[src/rtl/clk_div_prog_if.sv]
// Divisor handshake and divided-clock outputs of clk_div_prog.
// CLK_DIV_PROG_PERIOD_CNT_EN adds the period_cnt signal.
interface clk_div_prog_if #(
    parameter int WIDTH = 8
);
    logic [WIDTH-1:0] div_in;
    logic             div_valid;
    logic             div_ready;
    logic             clk_out;
    logic             tick;
    logic [WIDTH-1:0] cur_div;
    logic             cfg_err;
`ifdef CLK_DIV_PROG_PERIOD_CNT_EN
    logic [15:0]      period_cnt;

    modport master (
        output div_in, div_valid,
        input  div_ready, clk_out, tick, cur_div, cfg_err, period_cnt
    );
    modport slave (
        input  div_in, div_valid,
        output div_ready, clk_out, tick, cur_div, cfg_err, period_cnt
    );
`else
    modport master (
        output div_in, div_valid,
        input  div_ready, clk_out, tick, cur_div, cfg_err
    );
    modport slave (
        input  div_in, div_valid,
        output div_ready, clk_out, tick, cur_div, cfg_err
    );
`endif
endinterface

[src/rtl/clk_div_prog.sv]
// Programmable integer clock divider with glitch-free divisor update at period boundaries.
// Optional macro CLK_DIV_PROG_PERIOD_CNT_EN adds a 16-bit count of completed-period ticks.
module clk_div_prog #(
    parameter int WIDTH     = 8,
    parameter int RESET_DIV = 2
) (
    input  logic          clk,
    input  logic          rst,
    input  logic          en,
    clk_div_prog_if.slave bus
);
    localparam logic [WIDTH-1:0] RST_DIV = WIDTH'(RESET_DIV);
    localparam logic [WIDTH-1:0] ONE     = WIDTH'(1);
    localparam logic [WIDTH-1:0] TWO     = WIDTH'(2);

    logic [WIDTH-1:0] cnt_p0;
    logic [WIDTH-1:0] cur_div_p0;
    logic [WIDTH-1:0] pend_div_p0;
    logic             pend_vld_p0;
    logic             clk_out_p0;
    logic             tick_p0;
    logic             cfg_err_p0;

    logic             boundary;
    logic             illegal;
    logic             accept;
    logic [WIDTH-1:0] div_eff;
    logic [WIDTH-1:0] cnt_nxt;

    // High-phase length ceil(P/2), one bit wider so P = 2^WIDTH-1 cannot overflow.
    function automatic logic [WIDTH:0] high_len(input logic [WIDTH-1:0] p);
        logic [WIDTH:0] sum;
        sum = {1'b0, p} + {{WIDTH{1'b0}}, 1'b1};
        return sum >> 1;
    endfunction

    always_comb begin
        boundary = en && (cnt_p0 == (cur_div_p0 - ONE));
        illegal  = bus.div_valid && (bus.div_in < TWO);
        accept   = bus.div_valid && !pend_vld_p0 && !illegal;
        div_eff  = (boundary && pend_vld_p0) ? pend_div_p0 : cur_div_p0;
        cnt_nxt  = boundary ? '0 : (cnt_p0 + ONE);
    end

    // Stage p0: counter, divided clock, strobe and divisor bookkeeping
    always_ff @(posedge clk or posedge rst) begin
        if (rst) begin
            cnt_p0      <= RST_DIV - ONE;
            cur_div_p0  <= RST_DIV;
            pend_div_p0 <= '0;
            pend_vld_p0 <= 1'b0;
            clk_out_p0  <= 1'b0;
            tick_p0     <= 1'b0;
            cfg_err_p0  <= 1'b0;
        end else begin
            if (en) begin
                cnt_p0     <= cnt_nxt;
                clk_out_p0 <= ({1'b0, cnt_nxt} < high_len(div_eff));
            end
            tick_p0 <= boundary;
            // A divisor accepted on a boundary edge only becomes eligible at the next boundary.
            if (boundary && pend_vld_p0) begin
                cur_div_p0  <= pend_div_p0;
                pend_vld_p0 <= 1'b0;
            end
            if (accept) begin
                pend_div_p0 <= bus.div_in;
                pend_vld_p0 <= 1'b1;
            end
            if (illegal) begin
                cfg_err_p0 <= 1'b1;
            end
        end
    end

`ifdef CLK_DIV_PROG_PERIOD_CNT_EN
    logic [15:0] period_cnt_p0;

    always_ff @(posedge clk or posedge rst) begin
        if (rst) begin
            period_cnt_p0 <= '0;
        end else if (boundary) begin
            period_cnt_p0 <= period_cnt_p0 + 16'd1;
        end
    end

    assign bus.period_cnt = period_cnt_p0;
`endif

    assign bus.div_ready = !pend_vld_p0;
    assign bus.clk_out   = clk_out_p0;
    assign bus.tick      = tick_p0;
    assign bus.cur_div   = cur_div_p0;
    assign bus.cfg_err   = cfg_err_p0;
endmodule

[src/flat_wrapper.sv]
// flat-port wrapper written by rule: the top's interface ports become plain ports
module clk_div_prog_flat 
#(
    parameter int WIDTH     = 8,
    parameter int RESET_DIV = 2
)
  (clk, rst, en, bus_div_in, bus_div_valid, bus_div_ready, bus_clk_out, bus_tick, bus_cur_div, bus_cfg_err);
  clk_div_prog_if #(.WIDTH(WIDTH)) bus_i ();
  input  logic clk;
  input  logic rst;
  input  logic en;
  input wire logic [$bits(bus_i.div_in)-1:0] bus_div_in;
  input wire logic [$bits(bus_i.div_valid)-1:0] bus_div_valid;
  output wire logic [$bits(bus_i.div_ready)-1:0] bus_div_ready;
  output wire logic [$bits(bus_i.clk_out)-1:0] bus_clk_out;
  output wire logic [$bits(bus_i.tick)-1:0] bus_tick;
  output wire logic [$bits(bus_i.cur_div)-1:0] bus_cur_div;
  output wire logic [$bits(bus_i.cfg_err)-1:0] bus_cfg_err;
  assign bus_i.div_in = bus_div_in;
  assign bus_i.div_valid = bus_div_valid;
  assign bus_div_ready = bus_i.div_ready;
  assign bus_clk_out = bus_i.clk_out;
  assign bus_tick = bus_i.tick;
  assign bus_cur_div = bus_i.cur_div;
  assign bus_cfg_err = bus_i.cfg_err;
  clk_div_prog #(.WIDTH(WIDTH), .RESET_DIV(RESET_DIV)) u_core (.clk(clk), .rst(rst), .en(en), .bus(bus_i));
endmodule
[config.mk]
export PLATFORM = sky130hd
export DESIGN_NAME = clk_div_prog_flat
export DESIGN_NICKNAME = d
export VERILOG_FILES = /design/src/rtl/clk_div_prog_if.sv /design/src/rtl/clk_div_prog.sv /design/src/flat_wrapper.sv
export SDC_FILE = /design/constraint.sdc
export NUM_CORES = 1
export LEC_CHECK = 0
export CELL_PAD_IN_SITES_DETAIL_PLACEMENT = 0
export CELL_PAD_IN_SITES_GLOBAL_PLACEMENT = 1
export CORE_UTILIZATION = 37
export CTS_CLUSTER_DIAMETER = 200
export DETAILED_ROUTE_END_ITERATION = 8
export PLACE_DENSITY_LB_ADDON = 0.1
export SLEW_MARGIN = 40
export SYNTH_ARGS = -nofsm -noshare
export SYNTH_HDL_FRONTEND = slang
export SYNTH_SLANG_ARGS = --single-unit
[constraint.sdc]
create_clock -name clk -period 4.1 [get_ports clk]
set_input_delay 0.615 -clock clk [delete_from_list [all_inputs] [get_ports clk]]
set_output_delay 0.615 -clock clk [all_outputs]
set_load 0.1 [all_outputs]
==> metrics.cfg <==
[timing]
slew_headroom_pct = 57.1
skew_ns = 0.00464
finalHoldViolCount = 0
setup_viol = 0
drv_slew = 0
min_period_ns = 3.82
hold_slack_ns = 0.473
final.setup.tns_ns = 0
tightestPinTransition_ns = 0.641
finalWorstSetupSlack_ns = 0.276
post-route-period-util_pct = 93.3
rsz0062_at_grt = false
fmax_ghz = 0.261

[power_and_ir_drop]
p_clk_share_pct = 9.1
power.density_nw_per_um2 = 837
switchingPower_w = 0.000976
fin_total_pwr_w = 0.00191
intPower_w = 0.000936
pwr-share-comb_pct = 58.4
ir_worst_vdd_mv = 0.403
power_frac_seq_pct = 32.5
p_leak_nw = 1.05
p_sw_share_pct = 51.1

[synth]
ys_async_sr_fraction_pct = 100
synth.avg_cell_area_sq_um = 9.42
synth_top_flop_cell = dfrtp_1
yosysTopAreaCellShare_pct = 33.0
synth_cells = 209
synth_nets = 231
synth_edf_count = 0
synthDistinctLibCells = 42
yosysWarnings = 0
netlist_area_sq_um = 1970
synth-seq-cells = 28
ys_top_cells_by_area = dfrtp_1 (33%), mux2_2 (9.1%), ha_1 (6.4%)
ys_seq_area_share_pct = 35.7
synth_area_leader_cell = dfrtp_1

[worst_setup_path]
crit_required_ns = 4.32
critical_path_class = reg2reg
endpoint_kind = flop
crit_arrival_ns = 4.05
cp-start-kind = flop
crit_path_max_fanout = 11

[finish]
final_nets = 251
area_growth_pct = 15.9
antenna_cells = 0
final_common_cell = dfrtp_1
fin_area_sq_um = 2280
final_cell_mix = dfrtp_1 (23), mux2_2 (16), o21ai_0 (14), nand3_1 (14), xnor2_1 (13)
drive_gt1_share_pct = 23.2

[detailed_routing]
drt_first_pass_iters = 4
ant_nets = 0
num_vias = 1589
drt_first_iter_violations = 118
drt_wl_total_mm = 4.73
vias_per_cell = 5.33
post-route-drc-count = 0
wire_per_inst_um = 15.9

[clock_tree]
clock_path_buffers = 2
htreeDepth = 1
cts_resized = 0
cts_tree = yes
clk_latency_ns = 0.27
cts_setup_buffers = 0
path_clk_slew_ns = 0.10
cts_hold_buf = 0
cts_buffers = 3
root_buffer = clkbuf_8
cts.sinks = 28

[global_routing]
grt_max_degree = 29
gr-usage-all-layers_pct = 18.2
grt_antenna_before_repair = 0
grt_pass1_wl_mm = 7.69
grt.overflow.total = 0
grt_pass1_vias = 1589

[floorplanning]
core_sq_um = 5110
rows = 26
ios = 24
die_x_um = 75.0
fp.dieH_um = 75.0
initial_core_util_pct = 38.6
dieArea_sq_um = 5620

[flow_run]
cap_violations = 0

[place]
placed_area_sq_um = 2220
gp_congestion = 0.835
portBuffers = 23
dp_slack_ns = 0.174
dpl.hpwl_mm = 3.63

[outcome]
status = finished, final reports clean

[worst_hold_path]
hp-class = reg2reg

==> final timing paths <==
check                                 startpoint                    end  slack (ns)  cells past startpoint
max in group asynchronous                    rst  u_core.bus.cur_div[0]        2.92                      2
setup reg to reg           u_core.bus.cur_div[2]     u_core.bus.clk_out        0.28                     16
hold / removal                u_core.bus.cfg_err     u_core.bus.cfg_err        0.47                      1
setup / recovery           u_core.bus.cur_div[2]     u_core.bus.clk_out        0.28                     16
min in group asynchronous                    rst        u_core.bus.tick        0.72                      2
hold reg to reg               u_core.bus.cfg_err     u_core.bus.cfg_err        0.47                      1
==> kinds of logic after synthesis <==
family / count (synthesis) / synth area share (%)
buf+inv: 19 / 4.38
xor+xnor: 20 / 8.89
compound gates: 46 / 14.6
fa+ha+maj: 10 / 6.35
flops: 28 / 35.7
mux: 20 / 11.7
simple gates: 66 / 18.4
==> flip-flops by register name, indices dropped and copies added (netlist names) <==
signal	cells
u_core.cnt_p0	8
u_core.bus.cur_div	8
u_core.bus.tick	1
u_core.pend_vld_p0	1
u_core.bus.cfg_err	1
u_core.bus.clk_out	1
u_core.pend_div_p0	8
==> cells in the mapped netlist, types with 3 or more instances <==
cell type,number
ha_1,10
inv_1,6
o21ai_0,15
xor2_1,7
nand2b_1,9
o21bai_1,3
clkbuf_1,7
dfrtp_1,26
nor3_1,3
a21o_1,5
nor2_1,5
and3_1,7
a21oi_1,12
nand3_1,14
nand2_1,11
nor2b_1,4
nand4_1,3
buf_2,3
xnor2_1,13
mux2_2,16
==> cell type report <==
cell class | instances | area (sq um)
Clock buffer | 4 | 55.1
Fill cell | 522 | 2820
Inverter | 6 | 22.5
Multi-Input combinational cell | 162 | 1200
Sequential cell | 28 | 713
Tap cell | 70 | 87.6
Timing Repair Buffer | 28 | 208
==> metrics by stage <==
step / util (%) / std cells
final: 44.7 / 298
after global routing: 44.7 / 298
after CTS: 44.5 / 298
after detailed placement: 43.4 / 294
after global placement: 44.5 / 294
after floorplan: - / 209
==> power by group through the flow <==
stage	Combinational (W)	Sequential [W]	Clock (W)
finish	0.00112	0.000621	0.000174
global route	0.00124	0.000646	0.000191
detailed placement	0.00110	0.000624	0
floorplan	0.000723	0.000761	0
global placement	0.00111	0.000622	0
CTS	0.00110	0.000618	0.000184
==> critical path, stage by stage (launching register included) <==
cell and delay, ns:
dfrtp_2 0.50, or3_1 0.40, or3_1 0.39, a211oi_2 0.23, o211a_1 0.24, nand2_4 0.11, mux2_2 0.32, ha_1 0.23
nand3_1 0.09, mux2i_1 0.07, o22ai_1 0.17, ha_1 0.27, a21o_1 0.20, a21oi_2 0.15, nand3b_1 0.10, o21ai_1 0.13
a31o_2 0.16
==> routing by layer <==
metal,global-route usage [%],wire [um],vias up,part of all wire (%)
met1,24.5,2220,770,47
met5,0,0,-,0
li1,-,-,788,-
met2,30.9,2320,29,49
met3,2.81,165,2,3.5
met4,3.77,20,0,0.42
Note: power is estimated with default switching activity, not from simulation.
